**src/rtl/seg_scan_mux.sv**
```systemverilog
// -----------------------------------------------------------------------------
// seg_scan_mux
// Multi-digit seven-segment scan multiplexer for board-level debug display.
// One of NUM_CH packed hex channels is snapshotted once per scan frame and its
// nibbles are time-multiplexed onto a shared digit bus feeding an external
// nibble-to-segment decoder. Supports leading-zero blanking and frame-locked
// blinking.
//
// Ports
//   CLK           in   system clock
//   Rst           in   asynchronous active-high reset
//   sel           in   channel select, only takes effect at frame boundaries
//   ch_data       in   packed channels; channel k at [k*DIGITS*4 +: DIGITS*4],
//                      digit 0 (leftmost) is the top nibble of a channel
//   lz_en         in   leading-zero blanking enable
//   blink_en      in   blink enable
//   an            out  digit enables, active-low, one-hot-low when lit
//   display_data  out  nibble for the currently enabled digit
//   blank         out  1 = decoder must drive segments off
//   frame_start   out  one-cycle pulse coincident with digit 0 being presented
// -----------------------------------------------------------------------------
module seg_scan_mux #(
    parameter int DIGITS    = 4,
    parameter int NUM_CH    = 4,
    parameter int SEL_W     = 2,
    parameter int DIV       = 100000,
    parameter int BLINK_LOG = 6
) (
    input  logic                         CLK,
    input  logic                         Rst,
    input  logic [SEL_W-1:0]             sel,
    input  logic [NUM_CH*DIGITS*4-1:0]   ch_data,
    input  logic                         lz_en,
    input  logic                         blink_en,
    output logic [DIGITS-1:0]            an,
    output logic [3:0]                   display_data,
    output logic                         blank,
    output logic                         frame_start
);

    localparam int DW = DIGITS * 4;
    localparam int PW = (DIV > 1) ? $clog2(DIV) : 1;
    localparam int IW = (DIGITS > 1) ? $clog2(DIGITS) : 1;
    localparam int BW = BLINK_LOG + 1;

    logic [PW-1:0]     r_presc;
    logic [IW-1:0]     r_idx;
    logic [DW-1:0]     r_snap;
    logic [BW-1:0]     r_blink;
    logic              r_load_pending;
    logic              r_new_frame;
    logic [DIGITS-1:0] r_an;
    logic [3:0]        r_data;
    logic              r_blank;
    logic              r_frame_start;

    logic              w_tick;
    logic              w_wrap;
    logic              w_load;
    logic              w_dark;
    logic [DW-1:0]     w_chan;
    logic [DIGITS-1:0] w_zero_pre;
    logic [DIGITS-1:0] w_an_dec;
    logic [3:0]        w_nib;
    logic              w_lz_cur;

    assign w_tick = (r_presc == PW'(DIV - 1));
    assign w_wrap = w_tick && (r_idx == IW'(DIGITS - 1));
    assign w_load = w_wrap || r_load_pending;
    assign w_dark = blink_en && r_blink[BW-1];

    // Out-of-range selects fall back to channel 0.
    always_comb begin
        w_chan = ch_data[DW-1:0];
        for (int k = 1; k < NUM_CH; k++) begin
            if (sel == SEL_W'(k)) begin
                w_chan = ch_data[k*DW +: DW];
            end
        end
    end

    // w_zero_pre[i] = nibbles 0..i of the snapshot are all zero.
    always_comb begin
        logic v_run;
        v_run      = 1'b1;
        w_zero_pre = '0;
        for (int i = 0; i < DIGITS; i++) begin
            v_run         = v_run && (r_snap[(DIGITS-1-i)*4 +: 4] == 4'h0);
            w_zero_pre[i] = v_run;
        end
    end

    // The rightmost digit is never LZ-blanked so a zero value still shows "0".
    always_comb begin
        w_nib    = 4'h0;
        w_lz_cur = 1'b0;
        w_an_dec = '1;
        for (int i = 0; i < DIGITS; i++) begin
            if (r_idx == IW'(i)) begin
                w_an_dec[i] = 1'b0;
                w_nib       = r_snap[(DIGITS-1-i)*4 +: 4];
                w_lz_cur    = (i != DIGITS - 1) && w_zero_pre[i];
            end
        end
    end

    always_ff @(posedge CLK or posedge Rst) begin
        if (Rst) begin
            r_presc        <= '0;
            r_idx          <= '0;
            r_snap         <= '0;
            r_blink        <= '0;
            r_load_pending <= 1'b1;
            r_new_frame    <= 1'b0;
            r_an           <= '1;
            r_data         <= 4'h0;
            r_blank        <= 1'b1;
            r_frame_start  <= 1'b0;
        end else begin
            r_presc <= w_tick ? '0 : r_presc + PW'(1);

            if (w_tick) begin
                r_idx <= (r_idx == IW'(DIGITS - 1)) ? '0 : r_idx + IW'(1);
            end

            if (w_load) begin
                r_snap         <= w_chan;
                r_load_pending <= 1'b0;
            end

            if (w_wrap) begin
                r_blink <= r_blink + BW'(1);
            end

            // idx has just become (or stayed, after reset) 0 with a fresh
            // snapshot; unless a coincident tick moved idx on to digit 1.
            r_new_frame <= w_wrap || (r_load_pending && !w_tick);

            r_an          <= w_dark ? '1 : w_an_dec;
            r_data        <= w_nib;
            r_blank       <= w_dark || (lz_en && w_lz_cur);
            r_frame_start <= r_new_frame;
        end
    end

    assign an           = r_an;
    assign display_data = r_data;
    assign blank        = r_blank;
    assign frame_start  = r_frame_start;

endmodule

```
**config.mk**
```make
export PLATFORM = sky130hd
export DESIGN_NAME = seg_scan_mux
export DESIGN_NICKNAME = d
export VERILOG_FILES = /design/src/rtl/seg_scan_mux.sv
export SDC_FILE = /design/constraint.sdc
export NUM_CORES = 1
export LEC_CHECK = 0
export CAP_MARGIN = 20
export CORE_MARGIN = 2
export CORE_UTILIZATION = 52
export CTS_CLUSTER_DIAMETER = 80
export CTS_CLUSTER_SIZE = 28
export DETAILED_ROUTE_END_ITERATION = 10
export PLACE_DENSITY = 0.86
export SYNTH_ARGS = -nofsm -noshare
export SYNTH_HDL_FRONTEND = slang
export SYNTH_SLANG_ARGS = --single-unit
```
**constraint.sdc**
```tcl
create_clock -name CLK -period 4.7 [get_ports CLK]
set_clock_uncertainty 0.1 [all_clocks]
set_input_delay 0.94 -clock CLK [delete_from_list [all_inputs] [get_ports CLK]]
set_output_delay 0.94 -clock CLK [all_outputs]
set_load 0.01 [all_outputs]
```
==> flow_summary.json <==
{
  "outcome": "finished clean",
  "highest_layer": "met4",
  "num_rows": 26,
  "synth_top_flop_cell": "dfrtp_1",
  "via_per_inst": 5.62,
  "drt-total-wl_microns": 6250,
  "rrSetupSlack_ns": 2.25,
  "cp_max_fo": 16,
  "max-vdd-ir-drop_mv": 0.162,
  "drt_iter0_drc": 119,
  "cts_resized": 0,
  "yosysSeqAreaShare": 0.475,
  "worstReg2RegEnd": "r_snap[4]",
  "fin_setup_tns_ns": 0,
  "holdPathStages": 0,
  "yosys_warnings": 0,
  "crit_type": "input port to register",
  "slew_viol_final": 0,
  "synth_edf_count": 0,
  "crit_path_max_incr_delay_ns": 1.13,
  "grt_max_degree": 55,
  "grt_use_total": 0.220,
  "ant_nets": 0,
  "mostFrequentLayoutCells": "79 x clkdlybuf4s50_1, 48 x dfrtp_1, 21 x nand2_1",
  "dr.pass1.iters": 5,
  "fin_crit_sh": 0.612,
  "post-route-cell-area_sq_um": 3780,
  "syn_to_final_growth_pct": 32.3,
  "synthArstFlopShare": 1.00,
  "gr-total-overflow": 0,
  "wl_met1_microns": 2440,
  "root_buffer": "clkbuf_8",
  "holdPathEnd": "frame_start",
  "cts_setup_buffers": 0,
  "hold_start": "r_new_frame",
  "synthDistinctLibCells": 40,
  "min_path_type": "register to register",
  "reg2reg_depth": 5,
  "dp_slack_ns": 1.45,
  "grt_antenna_before_repair": 0,
  "min_period_ns": 2.88,
  "path_clk_slew_ns": 0.09,
  "place_area_sq_um": 3660,
  "clockPowerShare": 0.292,
  "p_int_uw": 743,
  "p_sw_uw": 217,
  "ctsHoldBuffers": 0,
  "cts_sinks": 54,
  "timing.final.ws_setup_ns": 1.82,
  "start_kind": "input port",
  "place_congestion": 0.812,
  "die_w_microns": 78.2,
  "arrival_ns": 2.97,
  "drc": 0,
  "numCtsBuffers": 5,
  "wl_met2_microns": 3370,
  "cpMaxStageDelayCell": "clkdlybuf4s50_1",
  "num_antenna_cells": 0,
  "netlist_instances": 227,
  "maxCapViolCount": 0,
  "crit_path_cell_trace": "clkdlybuf4s50_1, mux4_2, mux2_4",
  "p_leak_nw": 1.58,
  "wl_per_cell_microns": 16.8,
  "start_util": 0.549,
  "cts_tree": "yes",
  "pwr-share-seq": 0.536,
  "setup_violations": 0,
  "cts_buffer_depth": 2,
  "wl_met3_microns": 312,
  "max_freq_mhz": 347,
  "cp-end-kind": "register",
  "power_density_nw_per_um2": 254,
  "avgSynthCellArea_sq_um": 12.6,
  "power_frac_comb": 0.172,
  "synthesis.nets": 303,
  "syn-cell-area_sq_um": 2860,
  "drive_above_1_share": 0.175,
  "grt_pass1_wl_microns": 10500,
  "final_common_cell": "clkdlybuf4s50_1",
  "die-area_sq_um": 6110,
  "rsz0062_at_grt": "no",
  "placeableCoreArea_sq_um": 5200,
  "final_nets": 378,
  "r2r-start": "r_presc[0]",
  "fin_util": 0.726,
  "worstPathRequired_ns": 4.79,
  "ioPinCount": 80,
  "cts_max_level": 2,
  "port_buffers": 79,
  "vias": 2096,
  "finalHoldViolCount": 0,
  "timing.slew.headroom": 0.334,
  "worst_slew_pin_slew_ns": 0.996,
  "p_total_uw": 960,
  "ys_ff_latch": 54,
  "clkLatencyLatePin_ns": 0.30,
  "die_h_microns": 78.2,
  "grt_pass1_vias": 2248,
  "post-dp-hpwl_microns": 4810,
  "swShare": 0.226
}
registers in the layout (all words and copies together), names as in the netlist:
register        cells
r_idx               2
blank               1
r_presc            17
an                  4
r_blink             7
frame_start         1
r_new_frame         1
r_load_pending      1
r_snap             16
display_data        4
worst max path at each step:
stage | slack [ns] | cells past startpoint | from | endpoint
finish | 1.82 | 3 | sel[0] | r_snap[10]
global route | 1.71 | 3 | sel[0] | r_snap[10]
CTS | 1.78 | 3 | sel[0] | r_snap[10]
detailed placement | 1.45 | 3 | sel[0] | r_snap[10]
global placement | 1.49 | 3 | sel[0] | r_snap[9]
floorplan | 2.23 | 4 | sel[0] | r_snap[10]
worst max-delay path, delay by kind of cell:
kind,cells,cell delay (ns)
muxes,2,0.89
buffers and inverters,1,1.13
Yosys cell counts, types with 4 or more instances:
cell type | n | share of area
nor2_1 | 11 | 0.014
mux2_2 | 7 | 0.028
dfrtp_1 | 48 | 0.42
inv_1 | 4 | 0.0053
and3_1 | 6 | 0.013
nand3b_1 | 5 | 0.013
nor2b_1 | 5 | 0.011
xor2_1 | 9 | 0.028
mux4_2 | 16 | 0.13
nand3_1 | 11 | 0.019
ha_1 | 6 | 0.026
a21oi_1 | 7 | 0.012
mux2_4 | 10 | 0.053
nand4_1 | 4 | 0.0088
and4_1 | 5 | 0.015
nand2_1 | 21 | 0.028
dfstp_2 | 6 | 0.055
clkbuf_1 | 4 | 0.0053
xnor2_1 | 10 | 0.031
o21ai_0 | 7 | 0.012
per-layer routing:
metal / track usage / vias to the layer above
met3: 0.0391 / 13
met1: 0.257 / 1022
met5: 0 / -
li1: - / 972
met4: 0.0684 / 0
met2: 0.409 / 89
power groups by stage:
stage	registers (mW)	logic [mW]	clock network, mW
2_1_floorplan	0.518	0.0808	0
3_3_place_gp	0.520	0.158	0
3_5_place_dp	0.522	0.164	0
4_1_cts	0.514	0.165	0.287
5_1_grt	0.517	0.177	0.305
6_report	0.515	0.165	0.280
metrics by stage:
stage               hold WS [ns]  cells
floorplan                  0.231    227
global placement           0.235    364
detailed placement         0.239    364
CTS                        0.260    372
global route               0.281    373
finish                     0.256    373
cell type report:
class                      count  area (sq um)
timing repair buffer          80           811
inverter                       4          15.0
clock inverter                 1          8.76
fill                         386          1420
clock buffer                   7          96.3
tap                           70          87.6
multi-input combinational    157          1400
sequential                    54          1360
logic make-up (layout without fill, tap and decap cells):
group                    Yosys count  in the layout  share of synthesized area
AO/OA/AOI/OAI                     19             19                     0.0407
XOR/XNOR                          19             19                     0.0582
adder cells (fa/ha/maj)            6              6                     0.0263
buffers and inverters             16             92                     0.0337
flip-flops                        54             54                      0.475
multiplexers                      34             34                      0.210
other                              1              1                    0.00131
AND/OR/NAND/NOR                   78             78                      0.155
No activity file was read; power rests on OpenSTA's default activity.
